<file path="src/rtl/cordic_sincos_frontend.sv">
// cordic_sincos_frontend
//   Full-range sin/cos sequencer wrapped around a CORDIC rotator. Takes an
//   S7.24 angle, brings it into [-pi, pi] by 2*pi steps (one per cycle),
//   folds it into [-pi/2, pi/2] (recording a sign flip), starts the rotator,
//   then sign-corrects the rotator result and holds it on the output port.
//   One request in flight at a time.
// Ports
//   clk, resetn                  clock, async active-low reset
//   in_valid/in_ready/in_angle   request port, S7.24 radians
//   out_valid/out_ready          result port
//   out_cos/out_sin              S1.30 result, held until the next capture
//   cordic_calculate             one-cycle start pulse to the rotator
//   cordic_angle                 S1.30 angle to the rotator
//   cordic_busy                  rotator busy
//   cordic_cos/cordic_sin        rotator S1.30 results
module cordic_sincos_frontend #(
  parameter logic signed [31:0] TWO_PI_Q24  = 32'sd105414357,
  parameter logic signed [31:0] PI_Q24      = 32'sd52707179,
  parameter logic signed [31:0] HALF_PI_Q24 = 32'sd26353589
) (
  input  logic        clk,
  input  logic        resetn,
  input  logic        in_valid,
  output logic        in_ready,
  input  logic [31:0] in_angle,
  output logic        out_valid,
  input  logic        out_ready,
  output logic [31:0] out_cos,
  output logic [31:0] out_sin,
  output logic        cordic_calculate,
  output logic [31:0] cordic_angle,
  input  logic        cordic_busy,
  input  logic [31:0] cordic_cos,
  input  logic [31:0] cordic_sin
);

  typedef enum logic [2:0] {
    S_IDLE, S_REDUCE, S_FOLD, S_LAUNCH, S_WAIT, S_OUTPUT
  } state_e;

  state_e             state_q, state_d;
  logic signed [31:0] a_q, a_d;
  logic               neg_q, neg_d;
  logic [31:0]        cang_q, cang_d;
  logic [31:0]        cos_q, cos_d;
  logic [31:0]        sin_q, sin_d;

  always_ff @(posedge clk or negedge resetn) begin
    if (!resetn) begin
      state_q <= S_IDLE;
      a_q     <= '0;
      neg_q   <= 1'b0;
      cang_q  <= '0;
      cos_q   <= '0;
      sin_q   <= '0;
    end else begin
      state_q <= state_d;
      a_q     <= a_d;
      neg_q   <= neg_d;
      cang_q  <= cang_d;
      cos_q   <= cos_d;
      sin_q   <= sin_d;
    end
  end

  always_comb begin
    state_d = state_q;
    a_d     = a_q;
    neg_d   = neg_q;
    cang_d  = cang_q;
    cos_d   = cos_q;
    sin_d   = sin_q;
    case (state_q)
      S_IDLE: begin
        if (in_valid) begin
          a_d     = signed'(in_angle);
          neg_d   = 1'b0;
          state_d = S_REDUCE;
        end
      end
      // +-pi exactly is treated as in range; the S7.24 input range bounds
      // this loop to at most 21 steps and no intermediate overflows.
      S_REDUCE: begin
        if (a_q > PI_Q24)       a_d = a_q - TWO_PI_Q24;
        else if (a_q < -PI_Q24) a_d = a_q + TWO_PI_Q24;
        else                    state_d = S_FOLD;
      end
      // Shifting by pi negates both sin and cos; remember it for the output.
      // The folded angle is registered for the rotator here so it is stable
      // through LAUNCH and the whole rotation.
      S_FOLD: begin
        if (a_q > HALF_PI_Q24) begin
          a_d   = a_q - PI_Q24;
          neg_d = 1'b1;
        end else if (a_q < -HALF_PI_Q24) begin
          a_d   = a_q + PI_Q24;
          neg_d = 1'b1;
        end
        cang_d  = a_d <<< 6;
        state_d = S_LAUNCH;
      end
      S_LAUNCH: state_d = S_WAIT;
      // The rotator raises busy on the edge that sees the start pulse, so
      // the first busy=0 seen here is the finished result.
      S_WAIT: begin
        if (!cordic_busy) begin
          cos_d   = neg_q ? -cordic_cos : cordic_cos;
          sin_d   = neg_q ? -cordic_sin : cordic_sin;
          state_d = S_OUTPUT;
        end
      end
      S_OUTPUT: begin
        if (out_ready) state_d = S_IDLE;
      end
      default: state_d = S_IDLE;
    endcase
  end

  assign in_ready         = (state_q == S_IDLE);
  assign out_valid        = (state_q == S_OUTPUT);
  assign cordic_calculate = (state_q == S_LAUNCH);
  assign cordic_angle     = cang_q;
  assign out_cos          = cos_q;
  assign out_sin          = sin_q;

endmodule
</file>
<file path="config.mk">
export PLATFORM = sky130hd
export DESIGN_NAME = cordic_sincos_frontend
export DESIGN_NICKNAME = d
export VERILOG_FILES = /design/src/rtl/cordic_sincos_frontend.sv
export SDC_FILE = /design/constraint.sdc
export NUM_CORES = 1
export LEC_CHECK = 0
export CAP_MARGIN = 20
export CORE_MARGIN = 5
export CORE_UTILIZATION = 57
export CTS_CLUSTER_DIAMETER = 40
export DETAILED_ROUTE_END_ITERATION = 6
export GPL_TIMING_DRIVEN = 1
export PLACE_DENSITY_LB_ADDON = 0.2
export SYNTH_ARGS = -nofsm -noshare
export SYNTH_HDL_FRONTEND = slang
export SYNTH_SLANG_ARGS = --single-unit
</file>
<file path="constraint.sdc">
create_clock -name clk -period 14.65 [get_ports clk]
set_input_delay 2.93 -clock clk [delete_from_list [all_inputs] [get_ports clk]]
set_output_delay 2.93 -clock clk [all_outputs]
set_load 0.005 [all_outputs]
</file>
==> metrics.cfg, run 1 <==
[grt]
grt_pass1_vias=9179
grt-ovfl-total=0
grt.busiest_layer=met2
grtUsageMet3_pct=5.08
track_usage_pct=31.1
grt_max_degree=129
met2_usage_pct=50.5
grtUsageMet1_pct=41.7
grt_pass1_wl_mm=49.3
antenna_found_initial=0

[yosys]
syn_inst=1187
async_reset_ff_share_pct=100
avgSynthCellArea_um2=8.05
synth_area_mm2=0.00955
synth_edf_count=0
ys_ff_latch=126
ys.flop_type=dfrtp_1
ys_warn_count=0
yosysSeqAreaShare_pct=33.0
yosysTopAreaCellShare_pct=33.0
yosys-top-cells-area=dfrtp_1, o21ai_0, nand2_1
synth_cell_types=78
yosys.area.top_type=dfrtp_1

[clock_tree]
clock_sinks=126
cts_setup_buffers=0
cts_hold_buf=0
cts_buffer_depth=2
root_buffer=clkbuf_16
cts_tree=done
h-tree-depth=4
clk_pin_slew_ns=0.05
clock_latency_ns=0.41
post_cts_resized=0
numCtsBuffers=17

[sta]
finalSetupViolCount=0
hold_violations=0
max_slew_margin_pct=27.2
drv_slew=0
post-route-period-util_pct=41.3
worst_pin_slew_ns=1.09
fmaxAchievable_ghz=0.165
fin_setup_tns_ns=0
rsz0062_at_grt=false
fin_worst_skew_ns=0.00758
fin_ws_ns=8.60
timing.final.crit_period_ns=6.05

[finish]
area_growth_pct=26.5
layout.nets=1469
drive_gt1_share_pct=4.63
final_util_pct=73.1
antenna_cells=0

[worst_setup_path]
cp.required_ns=14.89
cp-end-kind=register
worstPathArrival_ns=6.28
path_max_fanout=5
worstSetupPathType=input port to register
r2r-end=a_q[17]
start_kind=input port
cp_slowest_stage_delay_ns=0.77
cp_slowest_cell=o41ai_1
crit-reg2reg-launch=a_q[0]
r2r_setup_slack_ns=8.74
ff2ff_path_depth=17
cpMostUsedCell=nand3_1
path_cells=clkdlybuf4s50_1 > or4_1 > nor4_1 > nand3_1 > nor2_1 > nand3_1 > o41ai_1 > nand2_1 > xnor2_1 > o21ai_0

[min_path]
min_to=cordic_angle[24]
worstHoldPathType=register to register
worst_hold_startpoint=cordic_angle[24]
hold_path_depth=2

[floorplanning]
io_pins=200
die_width_um=139
die-area_mm2=0.0194
start_util_pct=57.8
core_area_mm2=0.0165
die_h_um=139
rows=47

[power_and_ir_drop]
power_density_mw_per_mm2=268
ir_drop_uv=154
power.leakage_nw=5.11

[detailed_routing]
dr.pass1.iters=6
drt-wirelength-per-cell_um=20.0
avgViaCountPerCell=6.36
ant_nets=0
drt-initial-drc-count=997
drc=0
vias=9920
drt_wl_total_mm=31.2

[placement]
gp_congestion=0.976
pre_cts_slack_ns=8.31
port-buffer-count=193
hpwl_mm=22.7

[run]
max_cap_viol_count=0

[outcome]
outcome=complete, no violations

-- synthesized netlist by cell type (5+ instances only) --
| master | instances |
|---|---|
| clkbuf_1 | 68 |
| nand3_1 | 18 |
| mux2i_1 | 6 |
| a31oi_1 | 17 |
| nand4_1 | 11 |
| nand2_1 | 197 |
| buf_4 | 6 |
| o22ai_1 | 9 |
| a222oi_1 | 5 |
| a221oi_1 | 14 |
| inv_1 | 22 |
| a22oi_1 | 10 |
| nor4_1 | 11 |
| a211oi_1 | 9 |
| nor3_1 | 19 |
| or2_2 | 7 |
| o21ai_0 | 149 |
| o41ai_1 | 9 |
| ha_1 | 38 |
| and2_1 | 6 |
| o21a_1 | 6 |
| dfrtp_1 | 126 |
| nor2b_1 | 11 |
| xor2_1 | 72 |
| a21o_1 | 23 |
| buf_2 | 5 |
| o211ai_1 | 10 |
| a21oi_1 | 59 |
| xnor2_1 | 38 |
| and3_1 | 11 |
| a221o_1 | 5 |
| or4_1 | 8 |
| or3_1 | 14 |
| o31ai_1 | 19 |
| nor2_1 | 68 |
-- layer usage --
metal  part of all wire [%]  vias to the layer above
met5                      0                        -
met4                    3.6                        0
met3                    9.0                       75
met2                     47                      561
met1                     41                     4682
li1                       -                     4602
-- cells by family after synthesis --
family	synth area share (%)
AOI/OAI and AO/OA	26.1
xor gates and xnor gates	10.1
adders and majority gates	5.19
buffers and inverters	4.58
DFF	33.0
muxes	0.865
other	0.0393
and+or+nand+nor	20.1
-- critical path, delay by kind of cell --
kind	cells	cell delay, ns
AO/OA/AOI/OAI	2	0.87
XOR/XNOR	1	0.16
buffers and inverters	1	0.50
AND/OR/NAND/NOR	6	1.82
-- final cells by class --
cell class                      count  area (um^2)
Sequential cell                   126         3150
Fill cell                        1280         4440
Multi-Input combinational cell    961         5990
Tap cell                          220          275
Clock buffer                       24          502
Clock inverter                      5         81.3
Timing Repair Buffer              201         1990
Inverter                           22         82.6
-- through the flow --
stage	cell area [um^2]	total power [mW]	hold WS [ns]	cells
after global routing	12100	3.46	0.500	1559
after floorplan	9570	2.08	0.470	1192
after detailed placement	11500	2.75	0.461	1530
final	12100	3.23	0.472	1559
after global placement	11500	2.70	0.458	1530
after CTS	12100	3.19	0.475	1559
-- layout by cell type, fill, tap and decap left out, types with 7 or more instances in the layout --
cell             instances
a211oi_1                 9
or3_1                   13
clkdlybuf4s50_1        192
a31oi_1                 17
nor2b_1                 11
and3_1                  11
nand2_1                196
or2_2                    7
o31ai_1                 19
buf_4                    8
o22ai_1                  9
o211ai_1                10
xnor2_1                 38
a221oi_1                14
nand4_1                 11
o21ai_0                149
nor3_1                  19
dfrtp_1                125
o41ai_1                  9
clkbuf_16               17
a22oi_1                 10
xor2_1                  72
nand3_1                 18
a21o_1                  23
inv_1                   22
nor4_1                  11
or4_1                    8
a21oi_1                 59
nor2_1                  66
ha_1                    38
-- registers in the layout, summed over array words and instances, names as in the netlist --
register,count
cordic_angle,26
out_sin,32
out_cos,32
a_q,32
state_q,3
neg_q,1
-- power by group --
| group | internal (mW) | total (mW) | switching (mW) |
|---|---|---|---|
| Combinational | 0.916 | 2.06 | 1.14 |
| Sequential | 0.514 | 0.749 | 0.234 |
| Clock | 0.270 | 0.424 | 0.154 |
-- worst max-delay path by stage --
stage	start	to	slack, ns	cells after the start
after global routing	a_q[0]	a_q[25]	8.48	17
after floorplan	cordic_cos[8]	out_cos[25]	9.32	9
after detailed placement	cordic_cos[6]	out_cos[27]	8.31	10
after CTS	cordic_cos[6]	out_cos[27]	8.71	10
after global placement	cordic_cos[8]	out_cos[27]	8.44	10
final	cordic_cos[6]	out_cos[27]	8.60	10
Power figures use the tool's default switching activity.
==> inputs of run 2 (changes only) <==
Settings changed: CORE_UTILIZATION 57 to 53.
Clock period 14.65 ns to 6.1 ns, I/O delays scaled along.
==> metrics.cfg, run 2 (same netlist as run 1, synthesis figures left out) <==
[outcome]
outcome=complete, no violations

[grt]
antenna_found_initial=0
grt_max_degree=85
grt_pass1_vias=9031
track_usage_pct=30.3
grt-ovfl-total=0
grt_pass1_wl_mm=49.1

[worst_setup_path]
cp_slowest_stage_delay_ns=0.58
cp-end-kind=register
cpMostUsedCell=a21oi_1
crit-reg2reg-launch=a_q[26]
cp_slowest_cell=o311ai_0
worstSetupPathType=register to register
worstPathArrival_ns=5.76
start_kind=register
crit_start=a_q[26]
path_cells=or4_1 > or3_4 > a21oi_1 > or2_2 > inv_1 > ha_1 > a21oi_1 > o21ai_0 > or3b_2 > o211ai_1 > nand4b_1 > o311ai_0 > mux2_2 > nand2_1 > a41oi_1
cp.required_ns=6.37
path_max_fanout=16

[clock_tree]
cts_hold_buf=0
cts_setup_buffers=0
clock_sinks=126
clk_pin_slew_ns=0.06
clock_latency_ns=0.43
cts_tree=done
root_buffer=clkbuf_16
h-tree-depth=4
post_cts_resized=0
numCtsBuffers=17
cts_buffer_depth=2

[detailed_routing]
vias=9678
drc=0
dr.pass1.iters=7
avgViaCountPerCell=6.14
drt-wirelength-per-cell_um=20.3
ant_nets=0
drt-initial-drc-count=800
drt_wl_total_mm=32.0

[placement]
hpwl_mm=23.5
port-buffer-count=193
place_inst=1545
gp_congestion=1.03

[finish]
antenna_cells=0
area_growth_pct=27.3
layout.nets=1475
drive_gt1_share_pct=5.34
final_common_cell=nand2_1
final_util_pct=68.1
most-common-layout-cells=nand2_1, clkdlybuf4s50_1, o21ai_0
final_cells=1577

[sta]
worst_pin_slew_ns=0.991
drv_slew=0
fmaxAchievable_ghz=0.182
rsz0062_at_grt=false
post-route-period-util_pct=90.1
hold_violations=0
fin_worst_skew_ns=0.0163
fin_setup_tns_ns=0
timing.final.crit_period_ns=5.49
finalSetupViolCount=0
max_slew_margin_pct=33.9

[floorplanning]
die_h_um=144
start_util_pct=53.5
core_area_mm2=0.0178
io_pins=200
die_width_um=144
rows=49
die-area_mm2=0.0208

[power_and_ir_drop]
power_density_mw_per_mm2=647
power.leakage_nw=5.14
ir_drop_uv=434

[run]
max_cap_viol_count=0

[min_path]
worstHoldPathType=register to register
worst_hold_startpoint=cordic_angle[25]

run 2: per-layer routing:
metal / up-vias / track usage, % / part of all wire, % / wire [um]
met3: 89 / 7.44 / 10 / 3250
met5: - / 0 / 0 / 0
met2: 474 / 49.4 / 46 / 14600
li1: 4611 / - / - / -
met1: 4504 / 39.1 / 41 / 13000
met4: 0 / 11.5 / 3.7 / 1190
run 2: through the flow:
stage	setup WS (ns)	total power, mW	hold slack, ns	cell area (um^2)
finish	0.605	7.87	0.472	12200
global route	0.357	8.44	0.494	12200
CTS	0.710	7.80	0.482	12200
detailed placement	0.845	6.70	0.469	11600
global placement	0.959	6.65	0.459	11600
floorplan	1.38	4.99	0.470	9570
run 2: report_power, final:
group / internal, mW / switching [mW]
clock: 0.655 / 0.412
sequential: 1.24 / 0.519
combinational: 2.23 / 2.82
total: 4.12 / 3.75
run 2: final timing paths:
path                            slack (ns)               end  cells after the start
worst max-delay path                  0.61           a_q[31]                     15
min in group asynchronous             0.85  cordic_angle[14]                      1
worst max register to register        0.61           a_q[31]                     15
worst min-delay path                  0.47  cordic_angle[25]                      2
worst min register to register        0.47  cordic_angle[25]                      2
max in group asynchronous             4.16       out_sin[30]                      2
run 2: worst max-delay path: cells and delay by family (launching register included):
family,cells,cell delay [ns]
mux,1,0.41
flops,1,0.49
compound gates,6,1.69
fa+ha+maj,1,0.45
buf+inv,1,0.29
simple gates,6,1.97
run 2: layout make-up:
class | count | area, um^2
multi-input cells | 961 | 5990
fillers | 1511 | 5680
flip-flops and latches | 126 | 3150
repair buffers | 207 | 2040
clock buffers | 19 | 443
well taps | 229 | 287
clock inverters | 13 | 161
inverters | 22 | 82.6
